[src/rtl/cpu_pkg.sv]
// cpu_pkg: shared CPU widths, opcode encoding and fetch FSM states
package cpu_pkg;
    localparam int ADDR_W     = 16;
    localparam int INSTR_W    = 16;
    localparam int OPCODE_W   = 4;
    localparam int OPCODE_MSB = INSTR_W - 1;
    typedef enum logic [OPCODE_W-1:0] {
        OP_0000, OP_0001, OP_0010, OP_0011, OP_0100, OP_0101, OP_0110, OP_0111,
        OP_1000, OP_1001, OP_1010, OP_1011, OP_1100, OP_1101, OP_1110, OP_1111
    } opcode_e;
    typedef enum logic [1:0] {IDLE, REQ, WAIT, DROP} fetch_state_e;
endpackage

[src/rtl/fetch_fifo.sv]
// fetch_fifo: synchronous prefetch FIFO with flush; head is zero while empty
module fetch_fifo #(
    parameter int DEPTH = 4,
    parameter int WIDTH = 32
) (
    input  logic                   clk,
    input  logic                   rst,
    input  logic                   push_i,
    input  logic                   pop_i,
    input  logic                   flush_i,
    input  logic [WIDTH-1:0]       wdata_i,
    output logic [WIDTH-1:0]       rdata_o,
    output logic [$clog2(DEPTH):0] count_o,
    output logic                   empty_o,
    output logic                   full_o
);
    localparam int AW = $clog2(DEPTH);
    logic [WIDTH-1:0] mem_q [DEPTH];
    logic [AW-1:0]    wr_q, rd_q;
    logic [AW:0]      cnt_q;
    logic             do_push, do_pop;
    assign empty_o = cnt_q == '0;
    assign full_o  = cnt_q == (AW+1)'(DEPTH);
    assign do_push = push_i & ~full_o;
    assign do_pop  = pop_i & ~empty_o;
    assign rdata_o = empty_o ? '0 : mem_q[rd_q];
    assign count_o = cnt_q;
    always_ff @(posedge clk) begin
        if (rst || flush_i) begin
            wr_q  <= '0;
            rd_q  <= '0;
            cnt_q <= '0;
        end else begin
            if (do_push) begin
                mem_q[wr_q] <= wdata_i;
                wr_q        <= wr_q + 1'b1;
            end
            if (do_pop) rd_q <= rd_q + 1'b1;
            cnt_q <= cnt_q + (AW+1)'(do_push) - (AW+1)'(do_pop);
        end
    end
endmodule

[src/rtl/instr_fetch_unit.sv]
// instr_fetch_unit: PC, one-outstanding imem fetch FSM and prefetch buffer feeding decode
module instr_fetch_unit #(
    parameter int                 ADDR_W     = 16,
    parameter int                 INSTR_W    = 16,
    parameter int                 FIFO_DEPTH = 4,
    parameter logic [ADDR_W-1:0]  RESET_PC   = '0
) (
    input  logic                          clk,
    input  logic                          rst,
    output logic                          imem_req,
    output logic [ADDR_W-1:0]             imem_addr,
    input  logic                          imem_gnt,
    input  logic                          imem_rvalid,
    input  logic [INSTR_W-1:0]            imem_rdata,
    input  logic                          redirect_valid,
    input  logic [ADDR_W-1:0]             redirect_pc,
    output logic                          instr_valid,
    input  logic                          instr_ready,
    output logic [INSTR_W-1:0]            instr_data,
    output logic [ADDR_W-1:0]             instr_pc,
    output logic [3:0]                    opcode,
    output logic [$clog2(FIFO_DEPTH):0]   fifo_count
);
    import cpu_pkg::*;
    localparam int CW = $clog2(FIFO_DEPTH) + 1;
    fetch_state_e               state_q;
    logic [ADDR_W-1:0]          pc_q;
    logic                       push, pop, empty, full, space_after_push;
    logic [ADDR_W+INSTR_W-1:0]  head;
    logic [CW:0]                occ_after;
    assign push = (state_q == WAIT) & imem_rvalid & ~redirect_valid;
    assign pop  = ~empty & instr_ready & ~redirect_valid;
    assign occ_after = (CW+1)'(fifo_count) + (CW+1)'(1) - (CW+1)'(pop);
    assign space_after_push = occ_after < (CW+1)'(FIFO_DEPTH);
    fetch_fifo #(.DEPTH(FIFO_DEPTH), .WIDTH(ADDR_W + INSTR_W)) u_fifo (
        .clk     (clk),
        .rst     (rst),
        .push_i  (push),
        .pop_i   (pop),
        .flush_i (redirect_valid),
        .wdata_i ({imem_rdata, pc_q - 1'b1}),
        .rdata_o (head),
        .count_o (fifo_count),
        .empty_o (empty),
        .full_o  (full)
    );
    assign imem_req    = state_q == REQ;
    assign imem_addr   = pc_q;
    assign instr_valid = ~empty;
    assign instr_data  = head[ADDR_W +: INSTR_W];
    assign instr_pc    = head[ADDR_W-1:0];
    assign opcode      = instr_data[INSTR_W-1 -: OPCODE_W];
    // pc advances at grant, so the address of a returning word is pc_q-1
    always_ff @(posedge clk) begin
        if (rst) begin
            state_q <= IDLE;
            pc_q    <= RESET_PC;
        end else if (redirect_valid) begin
            pc_q <= redirect_pc;
            if (state_q == WAIT || state_q == DROP) state_q <= imem_rvalid ? REQ : DROP;
            else state_q <= (state_q == REQ && imem_gnt) ? DROP : REQ;
        end else begin
            case (state_q)
                IDLE: if (!full) state_q <= REQ;
                REQ: if (imem_gnt) begin
                    state_q <= WAIT;
                    pc_q    <= pc_q + 1'b1;
                end
                WAIT: if (imem_rvalid) state_q <= space_after_push ? REQ : IDLE;
                DROP: if (imem_rvalid) state_q <= REQ;
                default: state_q <= IDLE;
            endcase
        end
    end
endmodule

[config.mk]
export PLATFORM = sky130hd
export DESIGN_NAME = instr_fetch_unit
export DESIGN_NICKNAME = d
export VERILOG_FILES = /design/src/rtl/cpu_pkg.sv /design/src/rtl/fetch_fifo.sv /design/src/rtl/instr_fetch_unit.sv
export SDC_FILE = /design/constraint.sdc
export NUM_CORES = 1
export LEC_CHECK = 0
export CORE_AREA = 2 2 161 84
export DETAILED_ROUTE_END_ITERATION = 6
export DIE_AREA = 0 0 163 86
export GPL_ROUTABILITY_DRIVEN = 0
export PLACE_DENSITY = 0.79
export SLEW_MARGIN = 5
export SYNTH_ARGS = -nofsm -noshare
export SYNTH_HDL_FRONTEND = slang
export SYNTH_SLANG_ARGS = --single-unit
[constraint.sdc]
create_clock -name clk -period 2.9 [get_ports clk]
set_input_delay 0.435 -clock clk [delete_from_list [all_inputs] [get_ports clk]]
set_output_delay 0.435 -clock clk [all_outputs]
set_load 0.1 [all_outputs]
==> results.sh <==
export IMPL_internal_power_mw=3.88
export IMPL_root_buffer="clkbuf_16"
export IMPL_syn_inst=437
export IMPL_cts_path_max_buffers=2
export IMPL_drv_cap=0
export IMPL_initial_core_util_pct=53.4
export IMPL_end_kind="primary output"
export IMPL_synth_edf_count=128
export IMPL_holdCritPathClass="reg2reg"
export IMPL_routed_wl_um=13300
export IMPL_crit_required_ns=2.47
export IMPL_drtIter0Drc=238
export IMPL_sw_frac_of_total_pct=24.1
export IMPL_worstSkewPairLatency_ns=0.42
export IMPL_gr_total_overflow=0
export IMPL_finalCriticalPeriod_ns=2.64
export IMPL_rows=29
export IMPL_hold_buffers=0
export IMPL_first_pass_iters=5
export IMPL_outcome="finished, final reports clean"
export IMPL_htree_levels=4
export IMPL_clk_pin_slew_ns=0.07
export IMPL_tns_ns=0
export IMPL_die_x_um=163
export IMPL_cts_setup_buffers=0
export IMPL_ir_drop_uv=438
export IMPL_die_h_um=86
export IMPL_ys_seq_area_share_pct=65.6
export IMPL_grt_pass1_vias=4007
export IMPL_syn2layout_area_growth_pct=32.0
export IMPL_p_comb_share_pct=8.2
export IMPL_setup_worst_path_class="reg2out"
export IMPL_ys_warn_count=0
export IMPL_io_buffers=94
export IMPL_post_cts_resized=0
export IMPL_synth_seq_cells=155
export IMPL_post_route_drc_count=0
export IMPL_ys_types=41
export IMPL_tritoncts="yes"
export IMPL_dieArea_um2=14000
export IMPL_place_area_um2=8230
export IMPL_worstPathArrival_ns=2.20
export IMPL_synth_nets=484
export IMPL_finalHoldViolCount=0
export IMPL_max_slew_margin_pct=61.3
export IMPL_cp_start_kind="flop"
export IMPL_post_drt_via_cell_ratio=5.36
export IMPL_tightestPinTransition_ns=0.576
export IMPL_cts_num_sinks=155
export IMPL_leakage_nw=3.05
export IMPL_cts_buffers=17
export IMPL_fin_area_um2=8820
export IMPL_clock_power_share_pct=43.0
export IMPL_pwr_share_seq_pct=48.8
export IMPL_grt_pass1_wl_um=21200
export IMPL_setup_viol=0
export IMPL_drv_slew=0
export IMPL_wl_per_cell_um=18.4
export IMPL_synthFlopType="edfxtp_1"
export IMPL_grt_antenna_before_repair=0
export IMPL_postSynthAreaPerCell_um2=15.3
export IMPL_post_route_period_util_pct=91.0
export IMPL_syn_cell_area_um2=6690
export IMPL_fin_nets=585
export IMPL_clock_skew_ns=0.0107
export IMPL_ios=95
export IMPL_ant_nets=0
export IMPL_cp_max_fo=23
export IMPL_async_flop_share_pct=0
export IMPL_grt_usage_pct=20.4
export IMPL_max_freq_ghz=0.379
export IMPL_p_sw_mw=1.23
export IMPL_dp_hpwl_um=8680
export IMPL_fin_util_pct=70.5
export IMPL_rsz0062_at_grt="no"
export IMPL_vias=3865
export IMPL_drive_above_1_share_pct=29.8
export IMPL_core_um2=12500
export IMPL_grt_start_max_net_pins=35
export IMPL_n_antenna_cell=0
export IMPL_power_density_nw_per_um2=579
[cell usage after synthesis, types with 5 or more instances]
cell type | instances | area [µm²]
edfxtp_1 | 128 | 3840
nor2b_1 | 38 | 238
mux4_2 | 32 | 721
dfxtp_1 | 27 | 541
inv_1 | 22 | 82.6
nor2_1 | 19 | 71.3
xnor2_1 | 15 | 131
nand2_1 | 13 | 48.8
nor3_1 | 13 | 65.1
xor2_1 | 13 | 114
a21oi_1 | 12 | 60.1
buf_4 | 12 | 90.1
nor4_1 | 11 | 68.8
clkbuf_1 | 10 | 37.5
o21a_1 | 10 | 75.1
ha_1 | 8 | 100
and2_1 | 6 | 37.5
nand3_1 | 6 | 30.0
nand3b_1 | 5 | 37.5
[power groups by stage]
stage / Sequential (mW) / Combinational, mW / Clock (mW)
after global routing: 2.50 / 0.443 / 2.31
after floorplan: 2.63 / 0.184 / 0
after global placement: 2.54 / 0.406 / 0
after detailed placement: 2.54 / 0.415 / 0
final: 2.50 / 0.417 / 2.20
after CTS: 2.50 / 0.418 / 2.23
[worst max-delay path, stage by stage, from the launching register on]
cell     delay [ns]
dfxtp_2        0.56
buf_12         0.27
mux4_2         0.54
nor2b_2        0.20
buf_12         0.20
[stage by stage]
step | power (mW) | setup slack [ns] | cells | hold WS [ns]
final | 5.11 | 0.262 | 721 | 0.538
after global routing | 5.25 | 0.123 | 721 | 0.566
after CTS | 5.14 | 0.193 | 721 | 0.538
after detailed placement | 2.96 | 0.224 | 689 | 0.520
after global placement | 2.95 | 0.258 | 689 | 0.515
after floorplan | 2.82 | -0.0721 | 437 | 0.490
[cell type report]
cell class,count,area (µm²)
clock buffer,17,425
clock inverter,15,166
fill,811,3690
inverter,22,82.6
multi-input combinational,230,2100
sequential,155,4390
tap,170,213
timing repair buffer,112,1450
[metal layers]
metal | share of wire [%] | track usage [%] | vias to the layer above
li1 | - | - | 1828
met1 | 46 | 27.0 | 1919
met2 | 49 | 33.4 | 109
met3 | 4.3 | 4.40 | 9
met4 | 0.99 | 8.21 | 0
met5 | 0 | 0 | -
[cell families (layout without fill, tap and decap cells)]
logic type	after synthesis	in the layout	synth area share [%]
AO/OA/AOI/OAI	29	29	2.81
XOR/XNOR	28	28	3.67
adder cells (fa/ha/maj)	9	9	1.80
buffers and inverters	52	166	3.78
flip-flops	155	155	65.6
multiplexers	35	35	11.2
AND/OR/NAND/NOR	129	129	11.2
[flip-flops by register name (all words and copies together) (netlist names), named ones only]
name	flops
imem_addr	16
state_q	2
u_fifo.count_o	3
u_fifo.mem_q	128
u_fifo.rd_q	2
u_fifo.wr_q	2
[placed cells by master, fill, tap and decap left out, types with 15 or more instances in the layout]
master           Yosys  final
clkdlybuf4s50_1      0     37
xnor2_1             15     15
nor2b_1             38     28
buf_4               12     34
inv_1               22     22
mux4_2              32     32
buf_12               0     41
nor2_1              19     19
edfxtp_1           128    128
clkbuf_16            0     17
dfxtp_1             27     22
[path summary, 6_finish.rpt]
kind | to | slack [ns] | startpoint | cells after the start
setup / recovery | instr_data[15] | 0.26 | flop | 4
hold / removal | state_q[1] | 0.54 | state_q[1] | 2
setup reg to reg | u_fifo.count_o[2] | 0.70 | u_fifo.count_o[1] | 10
hold reg to reg | state_q[1] | 0.54 | state_q[1] | 2
(Power assumes the default switching activity.)
